**config.mk**
```make
export PLATFORM = sky130hd
export DESIGN_NAME = apb_reg_slave
export DESIGN_NICKNAME = d
export VERILOG_FILES = /design/src/rtl/apb_pkg.sv /design/src/rtl/apb_reg_bank.sv /design/src/rtl/apb_reg_slave.sv
export SDC_FILE = /design/constraint.sdc
export NUM_CORES = 1
export LEC_CHECK = 0
export ABC_CLOCK_PERIOD_IN_PS = 23700
export CELL_PAD_IN_SITES_DETAIL_PLACEMENT = 1
export CELL_PAD_IN_SITES_GLOBAL_PLACEMENT = 2
export CORE_MARGIN = 4
export CORE_UTILIZATION = 45
export DETAILED_ROUTE_END_ITERATION = 12
export PLACE_DENSITY = 0.86
export SYNTH_ARGS = -nofsm -noshare
export SYNTH_HDL_FRONTEND = slang
export SYNTH_SLANG_ARGS = --single-unit
```
**constraint.sdc**
```tcl
create_clock -name i_clk -period 23.7 [get_ports i_clk]
set_clock_uncertainty 0.15 [all_clocks]
set_input_delay 5.925 -clock i_clk [delete_from_list [all_inputs] [get_ports i_clk]]
set_output_delay 5.925 -clock i_clk [all_outputs]
set_load 0.005 [all_outputs]
```
**src/rtl/apb_pkg.sv**
```systemverilog
// Shared address-map constants, index-width helper and APB phase encodings
// for the APB register completer.
package apb_pkg;

   localparam int REG_STRIDE = 4;

   typedef enum logic [1:0] {
      IDLE   = 2'd0,
      SETUP  = 2'd1,
      ACCESS = 2'd2
   } apb_phase_e;

   function automatic int idx_width(input int num_regs);
      return (num_regs > 1) ? $clog2(num_regs) : 1;
   endfunction

   function automatic int slow_base(input int num_regs);
      return num_regs / 2;
   endfunction

endpackage

```
**src/rtl/apb_reg_bank.sv**
```systemverilog
// Register array: one synchronous write port, one combinational read port,
// asynchronous clear of every entry.
module apb_reg_bank
   import apb_pkg::*;
#(
   parameter int DATA_WIDTH = 32,
   parameter int NUM_REGS   = 16,
   parameter int IDX_W      = idx_width(NUM_REGS)
) (
   input  logic                  clk,
   input  logic                  rst,
   input  logic                  we,
   input  logic [IDX_W-1:0]      index,
   input  logic [DATA_WIDTH-1:0] wdata,
   output logic [DATA_WIDTH-1:0] rdata
);

   logic [DATA_WIDTH-1:0] regs_reg [NUM_REGS];

   genvar gi;
   generate
      for (gi = 0; gi < NUM_REGS; gi++) begin : g_reg
         always_ff @(posedge clk or posedge rst) begin
            if (rst) begin
               regs_reg[gi] <= '0;
            end else if (we && (index == IDX_W'(gi))) begin
               regs_reg[gi] <= wdata;
            end
         end
      end
   endgenerate

   assign rdata = regs_reg[index];

endmodule

```
**src/rtl/apb_reg_slave.sv**
```systemverilog
// APB completer over a register bank: lower half zero-wait, upper half
// stretched by WAIT_CYCLES, out-of-range addresses answered with PSLVERR.
module apb_reg_slave
   import apb_pkg::*;
#(
   parameter int ADDR_WIDTH  = 32,
   parameter int DATA_WIDTH  = 32,
   parameter int NUM_REGS    = 16,
   parameter int WAIT_CYCLES = 3
) (
   input  logic                  i_clk,
   input  logic                  i_reset,
   input  logic [ADDR_WIDTH-1:0] PADDR,
   input  logic                  PWRITE,
   input  logic [DATA_WIDTH-1:0] PWDATA,
   input  logic                  PSELx,
   input  logic                  PENABLE,
   output logic [DATA_WIDTH-1:0] PRDATA,
   output logic                  PREADY,
   output logic                  PSLVERR
);

   localparam int IDX_W = idx_width(NUM_REGS);
   localparam int CNT_W = (WAIT_CYCLES > 0) ? $clog2(WAIT_CYCLES + 1) : 1;
   localparam logic [ADDR_WIDTH-1:0] MAP_END   = ADDR_WIDTH'(REG_STRIDE * NUM_REGS);
   localparam logic [IDX_W-1:0]      SLOW_BASE = IDX_W'(slow_base(NUM_REGS));
   localparam logic [CNT_W-1:0]      WAIT_LOAD = CNT_W'(WAIT_CYCLES);

   apb_phase_e            phase;
   logic [IDX_W-1:0]      index;
   logic                  valid;
   logic                  slow;
   logic [CNT_W-1:0]      cnt_reg;
   logic [CNT_W-1:0]      cnt_next;
   logic                  ready;
   logic                  we;
   logic [DATA_WIDTH-1:0] rd_data;

   assign index = PADDR[IDX_W+1:2];
   assign valid = (PADDR < MAP_END);
   assign slow  = valid && (index >= SLOW_BASE);

   always_comb begin
      phase = IDLE;
      if (PSELx) begin
         phase = PENABLE ? ACCESS : SETUP;
      end
   end

   // Anything other than setup/access clears the counter, which is what
   // aborts a transfer whose select or enable drops mid-wait.
   always_comb begin
      cnt_next = '0;
      case (phase)
         SETUP:   cnt_next = slow ? WAIT_LOAD : '0;
         ACCESS:  cnt_next = (cnt_reg != '0) ? (cnt_reg - CNT_W'(1)) : '0;
         default: cnt_next = '0;
      endcase
   end

   always_ff @(posedge i_clk or posedge i_reset) begin
      if (i_reset) begin
         cnt_reg <= '0;
      end else begin
         cnt_reg <= cnt_next;
      end
   end

   // Outputs are combinational, so reset must gate them to hold them low.
   assign ready   = (phase == ACCESS) && (cnt_reg == '0) && !i_reset;
   assign we      = ready && PWRITE && valid;
   assign PREADY  = ready;
   assign PSLVERR = ready && !valid;
   assign PRDATA  = (ready && !PWRITE && valid) ? rd_data : '0;

   apb_reg_bank #(
      .DATA_WIDTH (DATA_WIDTH),
      .NUM_REGS   (NUM_REGS),
      .IDX_W      (IDX_W)
   ) u_bank (
      .clk   (i_clk),
      .rst   (i_reset),
      .we    (we),
      .index (index),
      .wdata (PWDATA),
      .rdata (rd_data)
   );

endmodule

```
==> results.toml <==
[outcome]
status = "finished clean"

[detailed_routing]
drt_iter0_drc = 1010
routedWlPerCell_um = 27.4
via_count = 13400
finalWirelength_um = 60600
drc_errors = 0
detail-route-antenna-nets = 0
firstDrtPassIters = 5
via_per_inst = 6.05

[layout]
final_area_mm2 = 0.0266
synthToLayoutAreaGrowth_pct = 14.4
final_core_util_pct = 52.5
post_layout_nonfiller_instances = 2209
largest_reg_flops = 512
fin_nets = 1561
nFillCells = 4639
drive_gt1_share_pct = 48.7

[power_and_ir_drop]
ir_worst_vdd_mv = 0.0545
power.density_mw_per_mm2 = 69.1
fin_total_pwr_mw = 1.84
p_leak_nw = 12.8

[clock_network]
insertion_delay_ns = 0.62
cts_buffers = 55
cts_buffer_depth = 3
clkSinkCount = 514
post_cts_buffers = 0
tritoncts = "done"
clock-root-buffer = "clkbuf_16"
cts_hold_buf = 0
htreeDepth = 2
cts.clk_slew.worst_paths_ns = 0.06
ctsResizeCount = 0

[synthesis]
synth.top_cell.area_share_pct = 55.4
avgSynthCellArea_um2 = 16.0
synth_cells = 1448
synth_cell_types = 28
synthTopCellsByArea = "dfrtp_1 (55%), mux2_2 (24%), mux4_2 (12%), a22oi_1 (2.1%), clkbuf_1 (1.3%)"
synthFlopType = "dfrtp_1"
yosysMostFrequentCell = "dfrtp_1"
synth_warnings = 0
synth-edff-count = 0
async_flop_share_pct = 100
synth_seq_cells = 514
syn_nets = 1517
synthTopCellsByCount = "dfrtp_1 (514), mux2_2 (495), mux4_2 (128)"
post-synth-top-area-cell = "dfrtp_1"
synthesis.area_mm2 = 0.0232
synth-seq-area-share_pct = 55.4

[sta]
slew_headroom_pct = 17.6
fmax_mhz = 63.5
slew_viol_final = 0
setup_violations = 0
final_hold_viol_count = 0
tns_ns = 0
whs_ns = 0.345
rsz0062_at_grt = "no"
fin_ws_ns = 7.94
period_needed_ns = 15.76
tightest_slew_ns = 1.24
period_share_pct = 66.5

[place]
place.gp.congestion = 0.749
io_buffers = 100
place_area_mm2 = 0.0247
place_ws_ns = 7.86
dp_hpwl_um = 32000
dp_cells = 2107

[grt]
grt_max_degree = 140
grt_pass1_vias = 14900
grt-ovfl-total = 0
grt_pass1_wl_um = 93600
antenna_found_initial = 3
grt_use_total_pct = 21.8

[critical_path]
critPathKind = "primary input to output pin"
arrival_ns = 9.68
worstPathMaxFanout = 47
cp-end-kind = "output pin"
startpoint_type = "primary input"
worstPathRequired_ns = 17.63

[floorplanning]
rows = 82
fp.dieW_um = 235
initial_core_util_pct = 45.9
die_area_mm2 = 0.0553
die_h_um = 235
coreArea_mm2 = 0.0506
io_pins = 103

[job]
cap_violations = 0

[hold_path]
hold_path.class = "flop to flop"
per-layer routing:
layer	global-route usage, %	wire length (um)	vias up
li1	-	-	5562
met1	30.8	27100	7367
met2	34.9	29200	328
met3	3.92	2770	102
met4	6.09	1460	4
met5	0	27	-
worst max-delay path, cell delays in order:
cell and delay [ns]:
clkbuf_8 0.42, buf_4 0.82, buf_4 0.85, mux4_2 0.61, a22oi_1 0.24, a21oi_1 0.15
clkdlybuf4s50_1 0.54
cell usage in the layout, fill, tap and decap left out, types with 3 or more instances in the layout:
cell type | Yosys | layout
nand4_1 | 8 | 8
nor3_1 | 4 | 4
clkinv_2 | 0 | 7
nand3b_1 | 3 | 3
a22oi_1 | 64 | 64
buf_4 | 3 | 23
nor4_1 | 6 | 6
a21boi_0 | 3 | 3
clkbuf_1 | 79 | 15
mux4_2 | 128 | 128
a21oi_1 | 32 | 32
clkbuf_8 | 0 | 16
nand4_4 | 7 | 7
mux2_1 | 17 | 17
clkdlybuf4s50_1 | 0 | 98
bufinv_16 | 0 | 4
dfrtp_1 | 514 | 514
mux2_2 | 495 | 495
nor2_1 | 14 | 13
clkbuf_16 | 0 | 57
power breakdown:
group	switching [mW]	internal [mW]	leakage (nW)	total (mW)
Clock	0.354	0.530	0.917	0.885
Sequential	0.00000000230	0.878	7.19	0.878
Combinational	0.0519	0.0213	4.66	0.0732
kinds of logic after synthesis:
family	after synthesis	share of synthesized area, %
and+or+nand+nor	58	1.95
buffers and inverters	137	2.52
muxes	640	37.3
AOI/OAI and AO/OA	99	2.86
DFF	514	55.4
layout make-up:
| cell class | count | area, um2 | share of cell area, % |
|---|---|---|---|
| Multi-Input combinational cell | 797 | 9790 | 36.9 |
| Inverter | 1 | 11.3 | 0.0424 |
| Timing Repair Buffer | 123 | 1180 | 4.44 |
| Antenna cell | 1 | 2.50 | 0.00942 |
| Sequential cell | 514 | 12900 | 48.4 |
| Tap cell | 672 | 841 | 3.17 |
| Clock buffer | 87 | 1690 | 6.36 |
| Clock inverter | 14 | 179 | 0.674 |
path summary, 6_finish.rpt:
check	from	end	slack (ns)	depth (start not counted)
hold / removal	u_bank.regs_reg[218]	u_bank.regs_reg[218]	0.34	1
setup / recovery	PADDR[2]	PRDATA[13]	7.94	7
max in group asynchronous	i_reset	u_bank.regs_reg[339]	15.08	4
setup reg to reg	cnt_reg[1]	u_bank.regs_reg[108]	20.63	5
min in group asynchronous	i_reset	cnt_reg[1]	5.82	2
hold reg to reg	u_bank.regs_reg[218]	u_bank.regs_reg[218]	0.34	1
No activity file was read; power rests on OpenSTA's default activity.
